## src/rtl/harvard_fetch_pkg.sv

```systemverilog
// Shared types and default constants for the Harvard CPU instruction-fetch front end.
// Optional statistics counters are enabled by defining FETCH_STATS_EN.
package harvard_fetch_pkg;

  typedef enum logic [1:0] {
    IDLE  = 2'd0,
    WAIT  = 2'd1,
    DRAIN = 2'd2
  } fetch_state_e;

  localparam int          DEF_DATA_W   = 32;
  localparam int          DEF_ADDR_W   = 32;
  localparam int          DEF_DEPTH    = 4;
  localparam logic [31:0] DEF_RESET_PC = 32'd0;
  localparam int          DEF_PC_STEP  = 1;

  // Saturating 32-bit accumulate used by the statistics counters.
  function automatic logic [31:0] sat_add32(input logic [31:0] a, input logic [31:0] b);
    logic [32:0] sum;
    sum = {1'b0, a} + {1'b0, b};
    return sum[32] ? '1 : sum[31:0];
  endfunction

endpackage

```

## src/rtl/fetch_fifo.sv

```systemverilog
// Synchronous first-word-visible FIFO holding {instruction, pc} pairs for the fetch unit.
// Flush empties it in one cycle; push when full and pop when empty are ignored.
module fetch_fifo #(
  parameter int WIDTH = 64,
  parameter int DEPTH = 4
) (
  input  logic                     clk,
  input  logic                     rst,
  input  logic                     push,
  input  logic                     pop,
  input  logic                     flush,
  input  logic [WIDTH-1:0]         wdata,
  output logic [WIDTH-1:0]         rdata,
  output logic                     valid,
  output logic [$clog2(DEPTH):0]   count
);

  localparam int PW = $clog2(DEPTH);
  localparam int CW = PW + 1;
  localparam logic [CW-1:0] DEPTH_C = CW'(DEPTH);

  logic [WIDTH-1:0] mem [DEPTH];
  logic [PW-1:0]    wr_ptr;
  logic [PW-1:0]    rd_ptr;
  logic             do_push;
  logic             do_pop;

  assign do_push = push && (count != DEPTH_C);
  assign do_pop  = pop && (count != '0);
  assign valid   = (count != '0);
  assign rdata   = mem[rd_ptr];

  // NOTE: sequential state uses non-blocking assignments only, so every flop
  // samples pre-edge values regardless of block ordering.
  always_ff @(posedge clk) begin
    if (rst || flush) begin
      wr_ptr <= '0;
      rd_ptr <= '0;
      count  <= '0;
    end else begin
      if (do_push) wr_ptr <= wr_ptr + PW'(1);
      if (do_pop)  rd_ptr <= rd_ptr + PW'(1);
      case ({do_push, do_pop})
        2'b10:   count <= count + CW'(1);
        2'b01:   count <= count - CW'(1);
        default: count <= count;
      endcase
    end
  end

  // NOTE: the storage array has no reset; entries are only observable once
  // count says they were written, so clearing them would buy nothing.
  always_ff @(posedge clk) begin
    if (do_push && !flush) mem[wr_ptr] <= wdata;
  end

endmodule

```

## src/rtl/harvard_fetch_unit.sv

```systemverilog
// Instruction-fetch front end: owns the fetch PC, runs the imem req/ack handshake and
// buffers words in a prefetch queue. Define FETCH_STATS_EN to add fetch/discard counters.
module harvard_fetch_unit
  import harvard_fetch_pkg::*;
#(
  parameter int                DATA_W   = DEF_DATA_W,
  parameter int                ADDR_W   = DEF_ADDR_W,
  parameter int                DEPTH    = DEF_DEPTH,
  parameter logic [ADDR_W-1:0] RESET_PC = ADDR_W'(DEF_RESET_PC),
  parameter int                PC_STEP  = DEF_PC_STEP
) (
  input  logic                     clk,
  input  logic                     rst,
  input  logic                     fetch_en,
  output logic                     imem_req,
  output logic [ADDR_W-1:0]        imem_addr,
  input  logic                     imem_ack,
  input  logic [DATA_W-1:0]        imem_rdata,
  output logic                     ir_valid,
  output logic [DATA_W-1:0]        ir_data,
  output logic [ADDR_W-1:0]        ir_pc,
  input  logic                     ir_ready,
  input  logic                     redirect,
  input  logic [ADDR_W-1:0]        redirect_pc,
`ifdef FETCH_STATS_EN
  output logic [31:0]              stat_fetched,
  output logic [31:0]              stat_discarded,
`endif
  output logic [$clog2(DEPTH):0]   q_count
);

  localparam int CW = $clog2(DEPTH) + 1;
  localparam logic [CW-1:0]     DEPTH_C = CW'(DEPTH);
  localparam logic [ADDR_W-1:0] STEP_C  = ADDR_W'(PC_STEP);

  fetch_state_e      state_q, state_d;
  logic [ADDR_W-1:0] fetch_pc_q, fetch_pc_d;
  logic [ADDR_W-1:0] addr_d;
  logic              push;
  logic              pop;
  logic [CW-1:0]     q_after;

  // Redirect outranks everything: it blocks the push and the pop of the same cycle.
  assign push     = (state_q == WAIT) && imem_ack && !redirect;
  assign pop      = ir_valid && ir_ready && !redirect;
  assign q_after  = q_count + CW'(push) - CW'(pop);
  assign imem_req = (state_q != IDLE);

  // NOTE: every output of this block gets a default first, so no path leaves
  // a variable unassigned and no latch is inferred.
  always_comb begin
    state_d    = state_q;
    fetch_pc_d = fetch_pc_q;
    addr_d     = imem_addr;
    if (redirect) fetch_pc_d = redirect_pc;
    unique case (state_q)
      IDLE: begin
        if (fetch_en && !redirect && (q_count < DEPTH_C)) begin
          state_d = WAIT;
          addr_d  = fetch_pc_q;
        end
      end
      WAIT: begin
        if (redirect) begin
          state_d = imem_ack ? IDLE : DRAIN;
        end else if (imem_ack) begin
          fetch_pc_d = imem_addr + STEP_C;
          // Chain the next request only if the queue can still absorb it.
          if (fetch_en && (q_after < DEPTH_C)) addr_d = imem_addr + STEP_C;
          else                                 state_d = IDLE;
        end
      end
      DRAIN: begin
        if (imem_ack) state_d = IDLE;
      end
      default: state_d = IDLE;
    endcase
  end

  always_ff @(posedge clk) begin
    if (rst) begin
      state_q    <= IDLE;
      fetch_pc_q <= RESET_PC;
      imem_addr  <= RESET_PC;
    end else begin
      state_q    <= state_d;
      fetch_pc_q <= fetch_pc_d;
      imem_addr  <= addr_d;
    end
  end

  fetch_fifo #(
    .WIDTH (DATA_W + ADDR_W),
    .DEPTH (DEPTH)
  ) u_fifo (
    .clk   (clk),
    .rst   (rst),
    .push  (push),
    .pop   (pop),
    .flush (redirect),
    .wdata ({imem_rdata, imem_addr}),
    .rdata ({ir_data, ir_pc}),
    .valid (ir_valid),
    .count (q_count)
  );

`ifdef FETCH_STATS_EN
  logic drop_ack;
  assign drop_ack = imem_ack &&
                    ((state_q == DRAIN) || ((state_q == WAIT) && redirect));

  always_ff @(posedge clk) begin
    if (rst) begin
      stat_fetched   <= '0;
      stat_discarded <= '0;
    end else begin
      stat_fetched   <= sat_add32(stat_fetched, {31'd0, push});
      stat_discarded <= sat_add32(stat_discarded,
                                  {31'd0, drop_ack} + (redirect ? 32'(q_count) : 32'd0));
    end
  end
`endif

endmodule

```

## config.mk

```make
export PLATFORM = sky130hd
export DESIGN_NAME = harvard_fetch_unit
export DESIGN_NICKNAME = d
export VERILOG_FILES = /design/src/rtl/harvard_fetch_pkg.sv /design/src/rtl/fetch_fifo.sv /design/src/rtl/harvard_fetch_unit.sv
export SDC_FILE = /design/constraint.sdc
export NUM_CORES = 1
export LEC_CHECK = 0
export BUFFER_PORTS_ARGS = -buffer_cell sky130_fd_sc_hd__buf_2
export CAP_MARGIN = 15
export CORE_MARGIN = 5
export CORE_UTILIZATION = 45
export CTS_CLUSTER_DIAMETER = 100
export DETAILED_ROUTE_END_ITERATION = 12
export SYNTH_ARGS = -nofsm -noshare
export SYNTH_HDL_FRONTEND = slang
export SYNTH_SLANG_ARGS = --single-unit
```

## constraint.sdc

```tcl
create_clock -name clk -period 5.9 [get_ports clk]
set_clock_uncertainty 0.1 [all_clocks]
set_input_delay 1.18 -clock clk [delete_from_list [all_inputs] [get_ports clk]]
set_output_delay 1.18 -clock clk [all_outputs]
set_load 0.05 [all_outputs]
```

==> flow_results.org <==
** Clocking
- Gates resized during post-CTS repair numbered 0.
- The number of clock buffers added by TritonCTS is 35.
- Num Clock Sinks :: 331
- In this run, post-CTS hold repair placed 0 buffers.
- Root Buffer Master :: sky130_fd_sc_hd__clkbuf_16
- CTS tree :: yes
- Setup fix buffers added after clock tree synthesis :: 0
- In this run the deepest clock path goes through 3 buffers.
- Clock-pin slew was measured on the worst setup and hold paths at 0.06 ns.
- Clk_lat worst skew :: 0.51 ns
- The clock tree synthesis step divided the H-tree into 2 levels.

** Layout
- Non-Filler Cell Area, Final :: 15960 µm²
- Cells fill 53.85% of the core in the end.
- In the final layout, the share of cells above drive strength 1 is 32.10%.
- The number of antenna diodes in the final layout is 0.
- Nets :: 1106
- Layout overhead on the synthesized area :: 18.00%

** Min path
- The path class of the tightest hold or removal check is register to register.
- Along the worst hold path, the cell count comes to 2.

** Setup path
- Maximum single-stage delay on the critical path :: 0.76 ns
- Worst R2R Setup Slack :: 2.71 ns
- Crit path DAT :: 2.60 ns
- The number of cells on the worst reg-to-reg path is 13.
- The worst setup path is of the register to output pin kind.
- Cell with the largest stage delay on the worst path :: sky130_fd_sc_hd__dfxtp_4
- The worst setup path is captured at an output pin.
- Walking the worst path, the cells encountered are buf_4, mux4_2, buf_2.
- At the worst endpoint, the required time is 4.62 ns.
- STA classifies the critical path startpoint as a register.
- Along the worst path, the maximum fanout reaches 27.

** Global routing
- The via count of the first global-routing pass was 8084.
- Number of antenna violations at the first check in global routing :: 0
- Global-route wire length before repair :: 46620 µm
- The total overflow left after global routing is 0.
- Global routing used 17.74% of the available tracks.
- Entering global routing, the biggest net connects 65 pins.

** Placed design
- HPWL reported at the end of detailed placement :: 18460 µm
- I/O Buffers :: 170
- Final weighted congestion in routability-driven placement :: 0.7659
- DP Area :: 14770 µm²

** Yosys
- Post-synthesis cell count :: 859
- Sequential share of the synthesized area :: 67.93%
- Share of flip-flops with an asynchronous set or reset after synthesis :: 0%
- Number of flops mapped to enable cells by yosys :: 256
- Netlist area before placement :: 13530 µm²
- During synthesis, Yosys emitted a total of 0 warnings.
- After synthesis, the netlist uses 73 different library cells.
- In this run, synthesis produced a sequential element count of 331.
- Mean Syn Cell Area :: 15.75 µm²
- Ys flop type :: sky130_fd_sc_hd__edfxtp_1
- Post-synth net total :: 938

** Timing
- For the finished layout, the period the worst path requires is 3.884 ns.
- F_max :: 257.5 MHz
- Worst Tran Pin Value :: 1.061 ns
- Dividing the final minimum period by the clock period gives 65.83%.
- Final max-slew violation count :: 0
- Setup repair after global routing left no endpoint under its margin.
- Hold Worst Slack :: 0.3942 ns
- The total count of hold-check failures in the final report is 0.
- Final setup violation count :: 0
- Accumulated negative setup slack :: 0 ns
- The worst pin sits at a relative slew slack of 29.28%.

** Floorplanning
- Initial Utilization :: 45.64%
- The die covers 33630 µm².
- Top-level I/O count :: 171
- Die Wd :: 183.4 µm
- Number of rows in the core area :: 63
- Area of the core :: 29640 µm²
- In this run the vertical extent of the chip is 183.4 µm.

** Power
- The analysis attributes to cell leakage a power of 5.615 nW.
- Final total power :: 0.005032 W
- Across the VDD grid, the largest voltage drop is 0.1723 mV.
- P per Cell Area :: 315.3 nW/µm²

** Detailed routing
- Residual DRC :: 0
- For this block, the routed nets add up to 30060 µm of wire.
- The detail route stage leaves a number of antenna-violating nets equal to 0.
- After detailed routing, the average wire length per cell comes to 20.83 µm.
- The first detailed-routing pass ran for 4 iterations.
- The first routing iteration left 387 violations.
- Number of vias in the routed layout :: 7945
- Vias per cell :: 5.506

** Run
- Max-cap violations in this run came to 0.

** Outcome
- Outcome :: complete, no violations
[kinds of logic (layout without fill, tap and decap cells)]
kind of cell	count (synthesis)	count (layout)	share of synthesized area, %
AOI/OAI and AO/OA	141	141	6.780
xor gates and xnor gates	37	37	2.396
adders and majority gates	9	9	0.8880
buffers and inverters	65	259	2.127
DFF	331	331	67.93
muxes	92	92	12.85
and+or+nand+nor	184	184	7.030
[final cells by class]
type / instances / area, µm²
clock buffer: 47 / 972.2
clock inverter: 16 / 216.5
fill: 2480 / 13680
inverter: 10 / 37.54
multi-input combinational: 463 / 4080
sequential: 331 / 9196
tap: 390 / 488.0
timing repair buffer: 186 / 970.9
[metal layers]
metal  track usage, %  up-vias  share of wire, %
met5                0        -                 0
met4            3.576        0               1.6
met3            3.213       38               5.1
met2            28.39      203                47
met1            25.91     4001                46
li1                 -     3703                 -
[layout by cell type, fill, tap and decap left out, types with 16 or more instances in the layout]
cell type	count
sky130_fd_sc_hd__mux4_2	64
sky130_fd_sc_hd__xnor2_1	17
sky130_fd_sc_hd__nand3_1	17
sky130_fd_sc_hd__buf_2	170
sky130_fd_sc_hd__xor2_1	20
sky130_fd_sc_hd__buf_4	16
sky130_fd_sc_hd__clkbuf_16	36
sky130_fd_sc_hd__edfxtp_1	256
sky130_fd_sc_hd__nand2_1	53
sky130_fd_sc_hd__dfxtp_1	73
sky130_fd_sc_hd__a21oi_1	44
sky130_fd_sc_hd__a211oi_1	25
sky130_fd_sc_hd__o21ai_0	29
sky130_fd_sc_hd__nor2_1	51
[synth_stat cells, types with 4 or more instances]
cell / number / area share (%)
sky130_fd_sc_hd__clkbuf_1: 28 / 0.78
sky130_fd_sc_hd__nand4_1: 7 / 0.32
sky130_fd_sc_hd__o211ai_1: 6 / 0.33
sky130_fd_sc_hd__a22o_1: 4 / 0.26
sky130_fd_sc_hd__xnor2_1: 17 / 1.1
sky130_fd_sc_hd__xor2_1: 20 / 1.3
sky130_fd_sc_hd__buf_1: 8 / 0.22
sky130_fd_sc_hd__dfxtp_1: 75 / 11
sky130_fd_sc_hd__a211oi_1: 25 / 1.4
sky130_fd_sc_hd__inv_1: 10 / 0.28
sky130_fd_sc_hd__nor2b_1: 8 / 0.37
sky130_fd_sc_hd__mux2_2: 13 / 1.1
sky130_fd_sc_hd__nand2b_1: 4 / 0.18
sky130_fd_sc_hd__mux4_2: 64 / 11
sky130_fd_sc_hd__nand3_1: 17 / 0.63
sky130_fd_sc_hd__and4_1: 4 / 0.26
sky130_fd_sc_hd__edfxtp_1: 256 / 57
sky130_fd_sc_hd__buf_2: 13 / 0.48
sky130_fd_sc_hd__nor2_1: 51 / 1.4
sky130_fd_sc_hd__and2_1: 7 / 0.32
sky130_fd_sc_hd__ha_1: 8 / 0.74
sky130_fd_sc_hd__o31ai_1: 5 / 0.28
sky130_fd_sc_hd__nand2_1: 53 / 1.5
sky130_fd_sc_hd__a21oi_1: 44 / 1.6
sky130_fd_sc_hd__o21ai_0: 29 / 1.1
sky130_fd_sc_hd__nor3_1: 5 / 0.18
sky130_fd_sc_hd__mux2i_1: 15 / 1.1
[power by group]
part	switching (W)	internal (W)	total [W]
combinational	0.000138	0.0000763	0.000215
sequential	0.0000329	0.00253	0.00256
clock	0.000874	0.00138	0.00225
total	0.00105	0.00399	0.00503
[metrics by stage]
stage	setup WS, ns	instances
detailed placement	1.904	1380
finish	2.016	1443
global placement	1.995	1380
global route	1.783	1443
CTS	1.889	1443
floorplan	1.898	859
[flip-flops by register name, summed over array words and instances, names as in the netlist, named ones only]
signal / count
state_q: 2
u_fifo.wr_ptr: 2
fetch_pc_q: 32
imem_addr: 32
u_fifo.mem: 256
u_fifo.rd_ptr: 2
u_fifo.count: 3
[worst max-delay path, delay by kind of cell (launching register included)]
| family | cells | cell delay, ns |
|---|---|---|
| flops | 1 | 0.76 |
| buf+inv | 2 | 0.74 |
| mux | 1 | 0.58 |
[worst paths after layout]
kind	end	from
setup / recovery	ir_data[31]	register
setup reg to reg	imem_addr[0]$_SDFFE_PP0P_	u_fifo.count[2]$_SDFFE_PP0P_
hold / removal	imem_addr[0]$_SDFFE_PP0P_	fetch_pc_q[0]$_SDFF_PP0_
hold reg to reg	imem_addr[0]$_SDFFE_PP0P_	fetch_pc_q[0]$_SDFF_PP0_
(Power assumes the default switching activity.)
